==> config.mk <==
export PLATFORM = sky130hd
export DESIGN_NAME = h_alpha_stream_tx
export DESIGN_NICKNAME = d
export VERILOG_FILES = /design/src/rtl/h_alpha_stream_tx.sv
export SDC_FILE = /design/constraint.sdc
export NUM_CORES = 1
export LEC_CHECK = 0
export ABC_AREA = 1
export ABC_CLOCK_PERIOD_IN_PS = 5500
export CORE_ASPECT_RATIO = 1.75
export CORE_MARGIN = 10
export CORE_UTILIZATION = 45
export DETAILED_ROUTE_END_ITERATION = 10
export PLACE_DENSITY_LB_ADDON = 0.05
export SYNTH_ARGS = -nofsm -noshare
export SYNTH_HDL_FRONTEND = slang
export SYNTH_SLANG_ARGS = --single-unit
==> constraint.sdc <==
create_clock -name clk -period 5.5 [get_ports clk]
set_input_delay 0.825 -clock clk [delete_from_list [all_inputs] [get_ports clk]]
set_output_delay 0.825 -clock clk [all_outputs]
set_load 0.005 [all_outputs]
==> src/rtl/h_alpha_stream_tx.sv <==
// Frame source for the decoder datapath: buffers I parity-check rows and A alpha
// columns, then streams every H row followed by every alpha column on two valid/ready/last channels.
module h_alpha_stream_tx #(
    parameter int J         = 14,
    parameter int I         = 7,
    parameter int A         = 2,
    parameter int DATAWIDTH = 8,
    parameter int ADDR_W    = $clog2((I > A) ? I : A) + 1
) (
    input  logic                   clk,
    input  logic                   rst,
    input  logic                   cfg_we,
    input  logic                   cfg_sel,
    input  logic [ADDR_W-1:0]      cfg_addr,
    input  logic [J*DATAWIDTH-1:0] cfg_wdata,
    output logic                   cfg_err,
    input  logic                   start,
    output logic                   busy,
    output logic                   done,
    output logic [J-1:0]           H_row,
    output logic                   H_row_tvalid,
    output logic                   H_row_tlast,
    input  logic                   H_row_tready,
    output logic [J*DATAWIDTH-1:0] alpha_u_col,
    output logic                   alpha_u_col_tvalid,
    output logic                   alpha_u_col_tlast,
    input  logic                   alpha_u_col_tready
);

    localparam int COLW = J * DATAWIDTH;
    localparam int HIW  = (I > 1) ? $clog2(I) : 1;
    localparam int AIW  = (A > 1) ? $clog2(A) : 1;
    localparam logic [ADDR_W-1:0] H_NUM  = ADDR_W'(I);
    localparam logic [ADDR_W-1:0] A_NUM  = ADDR_W'(A);
    localparam logic [ADDR_W-1:0] H_LAST = ADDR_W'(I - 1);
    localparam logic [ADDR_W-1:0] A_LAST = ADDR_W'(A - 1);

    typedef enum logic [1:0] {
        IDLE,
        SEND_H,
        SEND_A,
        FIN
    } state_t;

    state_t state;
    state_t state_d;

    logic [J-1:0]    h_mem [I];
    logic [COLW-1:0] a_mem [A];

    logic [ADDR_W-1:0] h_cnt;
    logic [ADDR_W-1:0] a_cnt;
    logic [ADDR_W-1:0] h_cnt_d;
    logic [ADDR_W-1:0] a_cnt_d;
    logic              h_valid_d;
    logic              a_valid_d;
    logic              busy_d;
    logic              done_d;
    logic              load_h;
    logic              load_a;

    logic              wr_legal;
    logic              wr_err;
    logic              start_go;
    logic              h_fire;
    logic              a_fire;

    logic              save_valid;
    logic              save_sel;
    logic [ADDR_W-1:0] save_addr;
    logic [COLW-1:0]   save_data;
    logic [COLW-1:0]   old_data;
    logic [J-1:0]      h_rd;
    logic [COLW-1:0]   a_rd;

    always_comb begin
        wr_legal = 1'b0;
        if (cfg_we && !busy) begin
            wr_legal = cfg_sel ? (cfg_addr < A_NUM) : (cfg_addr < H_NUM);
        end
        wr_err   = cfg_we && !wr_legal;
        start_go = (state == IDLE) && start;
        h_fire   = H_row_tvalid && H_row_tready;
        a_fire   = alpha_u_col_tvalid && alpha_u_col_tready;
    end

    assign H_row_tlast       = H_row_tvalid && (h_cnt == H_LAST);
    assign alpha_u_col_tlast = alpha_u_col_tvalid && (a_cnt == A_LAST);

    always_comb begin
        state_d   = state;
        h_cnt_d   = h_cnt;
        a_cnt_d   = a_cnt;
        h_valid_d = H_row_tvalid;
        a_valid_d = alpha_u_col_tvalid;
        busy_d    = busy;
        done_d    = 1'b0;
        load_h    = 1'b0;
        load_a    = 1'b0;
        case (state)
            IDLE: begin
                if (start) begin
                    state_d   = SEND_H;
                    h_cnt_d   = '0;
                    h_valid_d = 1'b1;
                    busy_d    = 1'b1;
                    load_h    = 1'b1;
                end
            end
            SEND_H: begin
                if (h_fire) begin
                    if (h_cnt == H_LAST) begin
                        state_d   = SEND_A;
                        h_cnt_d   = '0;
                        h_valid_d = 1'b0;
                        a_cnt_d   = '0;
                        a_valid_d = 1'b1;
                        load_a    = 1'b1;
                    end else begin
                        h_cnt_d = h_cnt + 1'b1;
                        load_h  = 1'b1;
                    end
                end
            end
            SEND_A: begin
                if (a_fire) begin
                    if (a_cnt == A_LAST) begin
                        state_d   = FIN;
                        a_cnt_d   = '0;
                        a_valid_d = 1'b0;
                        busy_d    = 1'b0;
                        done_d    = 1'b1;
                    end else begin
                        a_cnt_d = a_cnt + 1'b1;
                        load_a  = 1'b1;
                    end
                end
            end
            FIN: begin
                state_d = IDLE;
            end
            default: begin
                state_d = IDLE;
            end
        endcase
    end

    // A write landing together with start changes memory, so the overwritten
    // entry is kept aside and substituted whenever this frame reads it.
    always_comb begin
        old_data = cfg_sel ? a_mem[cfg_addr[AIW-1:0]]
                           : COLW'(h_mem[cfg_addr[HIW-1:0]]);
        h_rd = h_mem[h_cnt_d[HIW-1:0]];
        if ((state != IDLE) && save_valid && !save_sel && (save_addr == h_cnt_d)) begin
            h_rd = save_data[J-1:0];
        end
        a_rd = a_mem[a_cnt_d[AIW-1:0]];
        if ((state != IDLE) && save_valid && save_sel && (save_addr == a_cnt_d)) begin
            a_rd = save_data;
        end
    end

    always_ff @(posedge clk) begin
        if (rst) begin
            for (int k = 0; k < I; k++) begin
                h_mem[k] <= '0;
            end
            for (int k = 0; k < A; k++) begin
                a_mem[k] <= '0;
            end
        end else if (wr_legal) begin
            if (cfg_sel) begin
                a_mem[cfg_addr[AIW-1:0]] <= cfg_wdata;
            end else begin
                h_mem[cfg_addr[HIW-1:0]] <= cfg_wdata[J-1:0];
            end
        end
    end

    always_ff @(posedge clk) begin
        if (rst) begin
            state <= IDLE;
        end else begin
            state <= state_d;
        end
    end

    always_ff @(posedge clk) begin
        if (rst) begin
            h_cnt              <= '0;
            a_cnt              <= '0;
            H_row_tvalid       <= 1'b0;
            alpha_u_col_tvalid <= 1'b0;
            H_row              <= '0;
            alpha_u_col        <= '0;
            busy               <= 1'b0;
            done               <= 1'b0;
            cfg_err            <= 1'b0;
            save_valid         <= 1'b0;
            save_sel           <= 1'b0;
            save_addr          <= '0;
            save_data          <= '0;
        end else begin
            h_cnt              <= h_cnt_d;
            a_cnt              <= a_cnt_d;
            H_row_tvalid       <= h_valid_d;
            alpha_u_col_tvalid <= a_valid_d;
            busy               <= busy_d;
            done               <= done_d;
            cfg_err            <= wr_err;
            if (load_h) begin
                H_row <= h_rd;
            end
            if (load_a) begin
                alpha_u_col <= a_rd;
            end
            if (start_go) begin
                save_valid <= wr_legal;
                save_sel   <= cfg_sel;
                save_addr  <= cfg_addr;
                save_data  <= old_data;
            end
        end
    end

endmodule

Yosys cells after proc, flatten, opt, wreduce, memory -nomap -nowiden

Memories as Yosys holds them, arrays and structs flattened.
Index checks and enable logic that the tools add are counted.

Register bits: 259
Memory bits (writable): 322
Input bits: 123
Word-level logic and storage cells: 117
Memories: 2

$add $sub $neg: 2
Magnitude comparators: 2
Equal/unequal tests: 12
Multiplexer cells: 56
Bitwise gates (word level): 2
Reductions and logical operators: 27

Memories:

| memory | words | bits a word | rd ports | clocked after memory_dff | write ports | line | RTL |
|---|---|---|---|---|---|---|---|
| a_mem  | 2     | 112         | 2        | 0                        | 2           | 49   | `logic [COLW-1:0] a_mem [A];` |
| h_mem  | 7     | 14          | 2        | 0                        | 7           | 48   | `logic [J-1:0] h_mem [I];` |

Operators with widths:

| operator              | count |
|---|---|
| $mux W112             | 3 |
| $reduce_or A112 Y1    | 1 |
| $mux W1               | 30 |
| $mux W14              | 2 |
| $mux W4               | 7 |
| $pmux W4 S2           | 2 |
| $reduce_or A14 Y1     | 1 |
| $logic_and A1 B1 Y1   | 12 |
| $mux W2               | 5 |
| $ne A2 B2 Y1 const B  | 5 |
| $pmux W1 S2           | 5 |
| $reduce_and A5 Y1     | 2 |
| $add A4 B1 Y4 const B | 2 |
| $eq A4 B4 Y1          | 2 |
| $pmux W2 S4           | 1 |
| $reduce_and A4 Y1     | 2 |
| $reduce_bool A2 Y1    | 4 |
| $eq A2 B2 Y1 const B  | 2 |
| $eq A4 B1 Y1 const B  | 1 |
| $eq A4 B3 Y1 const B  | 1 |
| $lt A4 B2 Y1 const B  | 1 |
| $lt A4 B3 Y1 const B  | 1 |
| $logic_not A1 Y1      | 3 |
| $mux W3               | 1 |
| other kinds (4)       | 5 |

Longest topological paths before layout

Gate-level depths: netlist of the first run.

Depth after elaboration: 8
Gate-level depth with buffers: 19
Depth with buffers taken out: 17

Least setup slack after synthesis of the first run

No wires, ideal clock.

Path type: input to register
Start: input cfg_addr[0]
End: memory a_mem[0][0] in the netlist's numbering, enable pin
Library setup time: 475 ps
Arrival: 4339 ps
Data required time: 5025 ps
Setup slack: 686 ps
Cell stages on the path: 7
Buffers on the path: 4
Cells stage by stage: inv_1 > clkbuf_1 > clkbuf_1 > nand2_1 > clkbuf_1 > buf_2 > nand2_1

RTL lines:

| element         | line | RTL |
|---|---|---|
| start, declared | 14   | `input logic [ADDR_W-1:0] cfg_addr,` |
| end, declared   | 49   |  |

==> PnR_summary.wiki, run 1 <==
{| class="wikitable"
! Metric !! Value
|-
| Run status || completed
|-
| Netlist area before placement || 28,700 sq um
|-
| Clock period minus worst slack || 3620 ps
|-
| Number of input and output port buffers inserted || 255
|-
| Max-cap violation count || 0
|-
| Final worst clock skew || 21.6 ps
|-
| P per Cell Area || 323 nW/um^2
|-
| CTS Buffer Depth || 3
|-
| Crit-path most repeated cell || sky130_fd_sc_hd__buf_4
|-
| H-Tree Level Count || 2
|-
| Sum of internal, switching and leakage power || 10.8 mW
|-
| HP Class || reg2reg
|-
| Worst supply voltage drop on vdd || 219 uV
|-
| Clock insertion delay at the later pin of the skew report || 630 ps
|-
| Chip width || 211 um
|-
| Clock sinks || 595
|-
| Number of nets still failing antenna checks after routing || 0
|-
| Area overhead of the layout relative to synthesis || 16.9%
|-
| Ranking of synthesized cells by area || sky130_fd_sc_hd__edfxtp_1 34%, sky130_fd_sc_hd__dfxtp_1 19%, sky130_fd_sc_hd__nand2_1 11%, sky130_fd_sc_hd__nor2_1 7.9%, sky130_fd_sc_hd__inv_1 6.1%
|-
| Period utilisation layout || 65.8%
|-
| Arrival time worst endpoint || 3950 ps
|-
| Worst max-slew margin expressed relative to the limit || 23.0%
|-
| Clock edge transition at the registers on the reported setup and hold paths || 60 ps
|-
| Total of cells resized after clock tree synthesis || 0
|-
| Number of vias after detailed routing || 24.7k
|-
| Cell at the root of the clock tree || sky130_fd_sc_hd__clkbuf_16
|-
| Slew of the pin with the lowest slew margin || 1150 ps
|-
| TritonCTS clock tree || built
|-
| Total length of routed wires || 92.5 mm
|-
| First-pass GRT wire length || 141 mm
|-
| Placed Cells || 4,625
|-
| Yosys cell types || 36
|-
| Detailed-route vias per instance || 5.21
|-
| Violation count after the first detailed-routing iteration || 1,799
|-
| Flops & latches, synth || 595
|-
| Total core area || 63,300 sq um
|-
| Setup Viol. Count Final || 0
|-
| Row count || 122
|-
| Startpoint type of the worst setup path || primary input
|-
| Slack of the critical path || 1880 ps
|-
| Placer Congestion || 0.901
|-
| Synth top area share || 33.6%
|-
| Residual overflow from global routing || 0
|-
| Vertical extent of the die || 354 um
|-
| Post-route design area || 33,600 sq um
|-
| Fin cells || 4,730
|-
| Placed standard-cell area || 31,800 sq um
|-
| Post-Syn Instances || 3,755
|-
| Post-detailed-route DRC marker count || 0
|-
| Static leakage || 14.1 nW
|-
| Hold violation total from the final report || 0
|-
| Share of post-route cells with drive strength above 1 || 4.21%
|-
| Unrepaired setup endpoints after global routing || no
|-
| Initial standard-cell utilization of the core || 45.4%
|-
| Top delay family on crit path || buffers and inverters
|-
| Pre-CTS setup slack || 1240 ps
|-
| Hold Buf Count CTS || 0
|-
| Full die area || 74,800 sq um
|-
| Routed WL per cell || 19.5 um
|-
| Number of nets in the layout || 4,007
|-
| Part of the Yosys area used for sequential elements || 52.7%
|-
| Largest incremental delay on the critical path || 960 ps
|-
| Setup TNS after final layout || 0 ps
|-
| Number of global-route vias before repair || 23.5k
|-
| Number of post-CTS setup repair buffers || 0
|-
| Maximum number of pins on one net before global-route repair || 145
|-
| Clock buffer count from CTS || 56
|-
| Critical path required time || 5830 ps
|-
| Yosys warning count || 0
|-
| Category of the worst setup path capture point || register
|-
| Sum of buffers and inverters on the critical path || 5
|-
| Post-detailed-placement half-perimeter wirelength || 56.7 mm
|-
| Critical path peak fanout || 144
|-
| Initial antenna violation count || 1
|-
| Critical path start-end classification || in2reg
|-
| Global Route Usage Sum || 24.3%
|-
| Cell chain of the critical path || clkbuf_8 > clkinv_1 > buf_4 > nand2_4 > buf_4 > buf_4 > nor2_1
|-
| Number of top-level pins || 256
|-
| Crit-path slowest cell || sky130_fd_sc_hd__buf_4
|-
| Most area-hungry cell type in the Yosys netlist || sky130_fd_sc_hd__edfxtp_1
|-
| Synthesized area per cell || 7.65 sq um
|-
| Drt pass-1 iters || 5
|-
| Upper clock frequency limit || 0.276 GHz
|-
| Max Transition Viols Final || 0
|}
==> worst paths after layout <==
check                   to  slack, ps  cells after the start          start
max           a_mem[0][72]       1880                      7    cfg_addr[0]
min          save_data[39]        460                      2  save_data[39]
max reg2reg       H_row[3]       2080                     16       state[0]
min reg2reg  save_data[39]        460                      2  save_data[39]
==> logic make-up (layout without fill, tap and decap cells) <==
kind of cell / Yosys count / count (layout) / share of synthesized area (%)
simple gates: 1881 / 1881 / 27.0
buf+inv: 726 / 881 / 10.2
flops: 595 / 595 / 52.7
compound gates: 544 / 544 / 9.77
fa+ha+maj: 7 / 7 / 0.305
other cells: 1 / 15 / 0.0130
xor+xnor: 1 / 1 / 0.0566
==> cell usage in the layout, fill, tap and decap left out, types with 5 or more instances in the layout <==
cell type and n:
sky130_fd_sc_hd__o211ai_1 5, sky130_fd_sc_hd__clkdlybuf4s50_1 253, sky130_fd_sc_hd__buf_12 10, sky130_fd_sc_hd__dfxtp_1 273, sky130_fd_sc_hd__nand3b_1 46, sky130_fd_sc_hd__inv_1 468
sky130_fd_sc_hd__bufinv_16 5, sky130_fd_sc_hd__nand2_4 6, sky130_fd_sc_hd__nor3_1 10, sky130_fd_sc_hd__clkinv_2 11, sky130_fd_sc_hd__nand4_1 19, sky130_fd_sc_hd__nand2_2 9
sky130_fd_sc_hd__ha_1 7, sky130_fd_sc_hd__conb_1 14, sky130_fd_sc_hd__clkinv_1 10, sky130_fd_sc_hd__a21oi_1 158, sky130_fd_sc_hd__nand2_1 859, sky130_fd_sc_hd__nor2_1 606
sky130_fd_sc_hd__nand3_2 5, sky130_fd_sc_hd__inv_2 5, sky130_fd_sc_hd__o21bai_1 9, sky130_fd_sc_hd__o21ai_0 333, sky130_fd_sc_hd__o22ai_1 14, sky130_fd_sc_hd__a31oi_1 15
sky130_fd_sc_hd__clkbuf_8 8, sky130_fd_sc_hd__clkbuf_16 57, sky130_fd_sc_hd__edfxtp_1 322, sky130_fd_sc_hd__nand3_1 310, sky130_fd_sc_hd__buf_4 36, sky130_fd_sc_hd__clkbuf_1 18
==> where the power goes <==
part | internal (mW) | total (mW) | leakage [nW] | switching, mW
registers | 4.92 | 5.11 | 5.54 | 0.183
logic | 0.537 | 1.78 | 7.62 | 1.24
clock network | 2.22 | 3.95 | 0.891 | 1.73
==> synth_stat cells <==
cell and number:
sky130_fd_sc_hd__a211oi_1 1, sky130_fd_sc_hd__a21oi_1 158, sky130_fd_sc_hd__a31oi_1 15, sky130_fd_sc_hd__and2_1 1
sky130_fd_sc_hd__buf_1 17, sky130_fd_sc_hd__buf_2 69, sky130_fd_sc_hd__buf_4 11, sky130_fd_sc_hd__buf_6 9
sky130_fd_sc_hd__clkbuf_1 144, sky130_fd_sc_hd__clkinv_1 2, sky130_fd_sc_hd__conb_1 1, sky130_fd_sc_hd__dfxtp_1 273
sky130_fd_sc_hd__edfxtp_1 322, sky130_fd_sc_hd__ha_1 7, sky130_fd_sc_hd__inv_1 469, sky130_fd_sc_hd__inv_2 5
sky130_fd_sc_hd__nand2_1 865, sky130_fd_sc_hd__nand2_2 10, sky130_fd_sc_hd__nand3_1 310, sky130_fd_sc_hd__nand3_2 5
sky130_fd_sc_hd__nand3b_1 46, sky130_fd_sc_hd__nand4_1 19, sky130_fd_sc_hd__nor2_1 607, sky130_fd_sc_hd__nor2_2 4
sky130_fd_sc_hd__nor2_4 2, sky130_fd_sc_hd__nor3_1 10, sky130_fd_sc_hd__nor3b_1 1, sky130_fd_sc_hd__nor4_1 1
sky130_fd_sc_hd__o211ai_1 5, sky130_fd_sc_hd__o21a_1 3, sky130_fd_sc_hd__o21ai_0 334, sky130_fd_sc_hd__o21ai_1 4
sky130_fd_sc_hd__o21ai_2 1, sky130_fd_sc_hd__o21bai_1 9, sky130_fd_sc_hd__o22ai_1 14, sky130_fd_sc_hd__xnor2_2 1
==> metal layers <==
metal  global-route usage, %  part of all wire, %  up-vias
li1                        -                    -    12181
met1                    28.7                   40    11549
met2                    43.0                   50      759
met3                    3.69                  5.8      176
met4                    10.1                  4.0        0
met5                       0                    0        -
==> state kept, by name, summed over array words and instances, names as in the netlist, 2 cells and up <==
signal       cells
a_mem          224
alpha_u_col    112
h_mem          112
save_data      112
H_row           14
a_cnt            4
h_cnt            4
save_addr        4
state            2
==> cell type report <==
type                       instances  area (sq um)
fill                            6174         29800
sequential                       595         15100
multi-input combinational       2447         10800
timing repair buffer             301          3030
inverter                         476          1790
clock buffer                      81          1580
tap                              806          1010
clock inverter                    23           231
antenna                            1          2.50
==> worst min-delay path, cell delays in order, from the launching register on <==
cell and delay (ps):
sky130_fd_sc_hd__dfxtp_1 310, sky130_fd_sc_hd__nand2_1 60, sky130_fd_sc_hd__a21oi_1 50
==> per-stage QoR <==
step,utilization [%],hold slack (ps)
6_report,53.0,464
3_5_place_dp,50.2,456
5_1_grt,53.0,481
2_1_floorplan,-,446
3_3_place_gp,50.2,452
4_1_cts,53.0,466
(Power assumes the default switching activity.)
==> inputs of run 2 (changes only) <==
- ABC_CLOCK_PERIOD_IN_PS: 5500 -> 3600
- clock period: 5.5 -> 3.6 ns (I/O delays scaled with it)
==> PnR_summary.wiki, run 2 (same netlist as run 1, synthesis figures left out) <==
{| class="wikitable"
! Metric !! Value
|-
| Post-detailed-route DRC marker count || 0 (unchanged)
|-
| Clock insertion delay at the later pin of the skew report || 640 ps (about the same)
|-
| Max Transition Viols Final || 0 (unchanged)
|-
| Maximum number of pins on one net before global-route repair || 127 (-12%)
|-
| Number of post-CTS setup repair buffers || 0 (unchanged)
|-
| Clock sinks || 595 (unchanged)
|-
| Detailed-route vias per instance || 5.23 (+0.31%)
|-
| First-pass GRT wire length || 142 mm (+0.18%)
|-
| Clock share of power || 36.6% (about the same)
|-
| H-Tree Level Count || 2 (unchanged)
|-
| Busiest layer in global routing || met2
|-
| Period utilisation layout || 77.8%
|-
| Post-detailed-placement half-perimeter wirelength || 59.0 mm (+4.2%)
|-
| Cell at the root of the clock tree || sky130_fd_sc_hd__clkbuf_16
|-
| Area taken by flip-flops and latches || 15,100 sq um (unchanged)
|-
| Max-cap violation count || 0 (unchanged)
|-
| Slew of the pin with the lowest slew margin || 1000 ps (-151 ps)
|-
| Row count || 122 (unchanged)
|-
| Clock buffer count from CTS || 56 (unchanged)
|-
| CP Launch Point || state[1]
|-
| Switching power || 4.89 mW (+55%)
|-
| Fin cells || 4,786 (+1.2%)
|-
| Endpoint of the most critical register-to-register path || alpha_u_col[85]
|-
| Final worst clock skew || 22.3 ps (+0.715 ps)
|-
| Share of post-route cells with drive strength above 1 || 5.60% (+1.4 points)
|-
| Initial antenna violation count || 1 (unchanged)
|-
| Number of global-route vias before repair || 23.6k (+0.64%)
|-
| Total core area || 63,300 sq um (unchanged)
|-
| Critical path required time || 4170 ps (-1660 ps)
|-
| Number of input and output port buffers inserted || 255 (unchanged)
|-
| Number of vias after detailed routing || 25.0k (+1.5%)
|-
| CTS Buffer Depth || 3 (unchanged)
|-
| Initial standard-cell utilization of the core || 45.4% (unchanged)
|-
| Top register by number of flip-flops || a_mem
|-
| Part of the total power dissipated in combinational logic || 17.0% (+0.6 points)
|-
| Unrepaired setup endpoints after global routing || no
|-
| Setup TNS after final layout || 0 ps (unchanged)
|-
| Total of cells resized after clock tree synthesis || 0 (unchanged)
|-
| Arrival time worst endpoint || 3370 ps (-580 ps)
|-
| Hold violation total from the final report || 0 (unchanged)
|-
| Cell count of the worst reg-to-reg path || 13 (-3)
|-
| Total of fill cells in the finished design || 6,084 (-1.5%)
|-
| Run status || completed
|-
| Clock period minus worst slack || 2800 ps
|-
| Startpoint of the worst-slack reg-to-reg timing path || state[1]
|-
| Reg power frac || 46.3% (-0.8 points)
|-
| Met1 usage in global routing || 28.5% (-0.15 points)
|-
| P per Cell Area || 491 nW/um^2 (+52%)
|-
| Routed WL per cell || 19.5 um (-0.26%)
|-
| Number of nets in the layout || 4,061 (+1.3%)
|-
| Violation count after the first detailed-routing iteration || 1,832 (+1.8%)
|-
| Residual overflow from global routing || 0 (unchanged)
|-
| Critical path start-end classification || reg2reg
|-
| Static leakage || 14.4 nW (+2.5%)
|-
| Upper clock frequency limit || 0.357 GHz
|-
| Most frequent cells in the layout || 860 x sky130_fd_sc_hd__nand2_1, 606 x sky130_fd_sc_hd__nor2_1, 468 x sky130_fd_sc_hd__inv_1, 333 x sky130_fd_sc_hd__o21ai_0, 322 x sky130_fd_sc_hd__edfxtp_1
|-
| Max FFs per register || 224 (unchanged)
|-
| Setup Viol. Count Final || 0 (unchanged)
|-
| Clock edge transition at the registers on the reported setup and hold paths || 70 ps (about the same)
|-
| Category of the worst setup path capture point || register
|-
| Last element of the critical path || alpha_u_col[85]
|-
| Number of nets still failing antenna checks after routing || 0 (unchanged)
|-
| Startpoint type of the worst setup path || register
|-
| Area overhead of the layout relative to synthesis || 19.0%
|-
| Vertical extent of the die || 354 um (unchanged)
|-
| Chip width || 211 um (unchanged)
|-
| Internal power contribution || 11.9 mW (+55%)
|-
| Critical path peak fanout || 112 (-22%)
|-
| Worst setup slack for register-to-register paths || 800 ps (-1280 ps)
|-
| Switching share of total power || 29.1% (about the same)
|-
| Total length of routed wires || 93.3 mm (+0.92%)
|-
| Worst supply voltage drop on vdd || 430 uV (+96%)
|-
| Met3 Track Usage GR || 3.22% (-0.47 points)
|-
| HP Class || in2reg
|-
| Area of the multi-input gates || 10,800 sq um (+0.10%)
|-
| Hold Buf Count CTS || 0 (unchanged)
|-
| Number of top-level pins || 256 (unchanged)
|-
| Met2 GRT Util || 42.6% (-0.48 points)
|-
| Drt pass-1 iters || 5 (unchanged)
|-
| Global Route Usage Sum || 24.4% (+0.070 points)
|-
| TritonCTS clock tree || built
|-
| Most common library cell in the layout ignoring fill and taps || sky130_fd_sc_hd__nand2_1
|-
| Placed Cells || 4,679 (+1.2%)
|-
| Placer Congestion || 0.937 (+4.0%)
|-
| Worst max-slew margin expressed relative to the limit || 33.1% (+10 points)
|-
| Full die area || 74,800 sq um (unchanged)
|}
[run 2: cell count changes in the layout (fill, tap and decap cells not counted), sizes merged]
cell    previous run  this run
buf               46       100
clkinv            21        20
inv              473       476
[run 2: layer usage]
metal / share of wire (%) / wire length [um]
met5: 0 / 0
met4: 5.3 / 4960
met3: 5.2 / 4900
met2: 50 / 46500
met1: 40 / 37000
[run 2: cell type report]
class / count / area share, %
clock inverters: 25 / 0.750
well taps: 806 / 2.95
flip-flops and latches: 595 / 44.2
diodes: 1 / 0.00731
repair buffers: 355 / 10.4
multi-input cells: 2447 / 31.7
inverters: 476 / 5.22
clock buffers: 81 / 4.73
[run 2: worst max-delay path, cell delays in order, from the launching register on]
cell and delay (ps):
sky130_fd_sc_hd__dfxtp_1 350, sky130_fd_sc_hd__inv_1 80, sky130_fd_sc_hd__ha_1 480, sky130_fd_sc_hd__nand4_1 170
sky130_fd_sc_hd__nand2_1 220, sky130_fd_sc_hd__nand2_8 100, sky130_fd_sc_hd__nand2_1 90, sky130_fd_sc_hd__nand3_2 80
sky130_fd_sc_hd__nor2_4 170, sky130_fd_sc_hd__buf_12 520, sky130_fd_sc_hd__nand3_1 140, sky130_fd_sc_hd__nand3_1 160
sky130_fd_sc_hd__nand2_1 60, sky130_fd_sc_hd__inv_1 40
[run 2: power by group through the flow]
stage / Sequential, mW / Clock (mW) / Combinational (mW)
after detailed placement: 7.92 / 0 / 2.86
after floorplan: 7.82 / 0 / 1.69
after CTS: 7.78 / 6.29 / 2.87
after global routing: 7.81 / 6.52 / 3.15
after global placement: 7.92 / 0 / 2.86
final: 7.78 / 6.15 / 2.86
[run 2: worst min-delay path by stage]
stage / start / endpoint / slack [ps] / cells after the start
after floorplan: save_data[100] / save_data[100] / 450 / 2
after global placement: save_data[38] / save_data[38] / 450 / 2
after detailed placement: save_data[98] / save_data[98] / 460 / 2
after CTS: rst / h_cnt[2] / 410 / 2
after global routing: rst / h_cnt[2] / 440 / 2
final: rst / h_cnt[2] / 420 / 2
[run 2: through the flow]
step / setup WS [ps] / area, sq um / hold WS, ps / util [%] / power, mW
3_3_place_gp: 400 / 32300 / 452 / 51.0 / 10.8
2_1_floorplan: 180 / 28800 / 446 / - / 9.51
3_5_place_dp: 373 / 32300 / 456 / 51.0 / 10.8
6_report: 798 / 34200 / 423 / 54.0 / 16.8
4_1_cts: 814 / 34200 / 407 / 54.0 / 16.9
5_1_grt: 547 / 34200 / 436 / 54.0 / 17.5
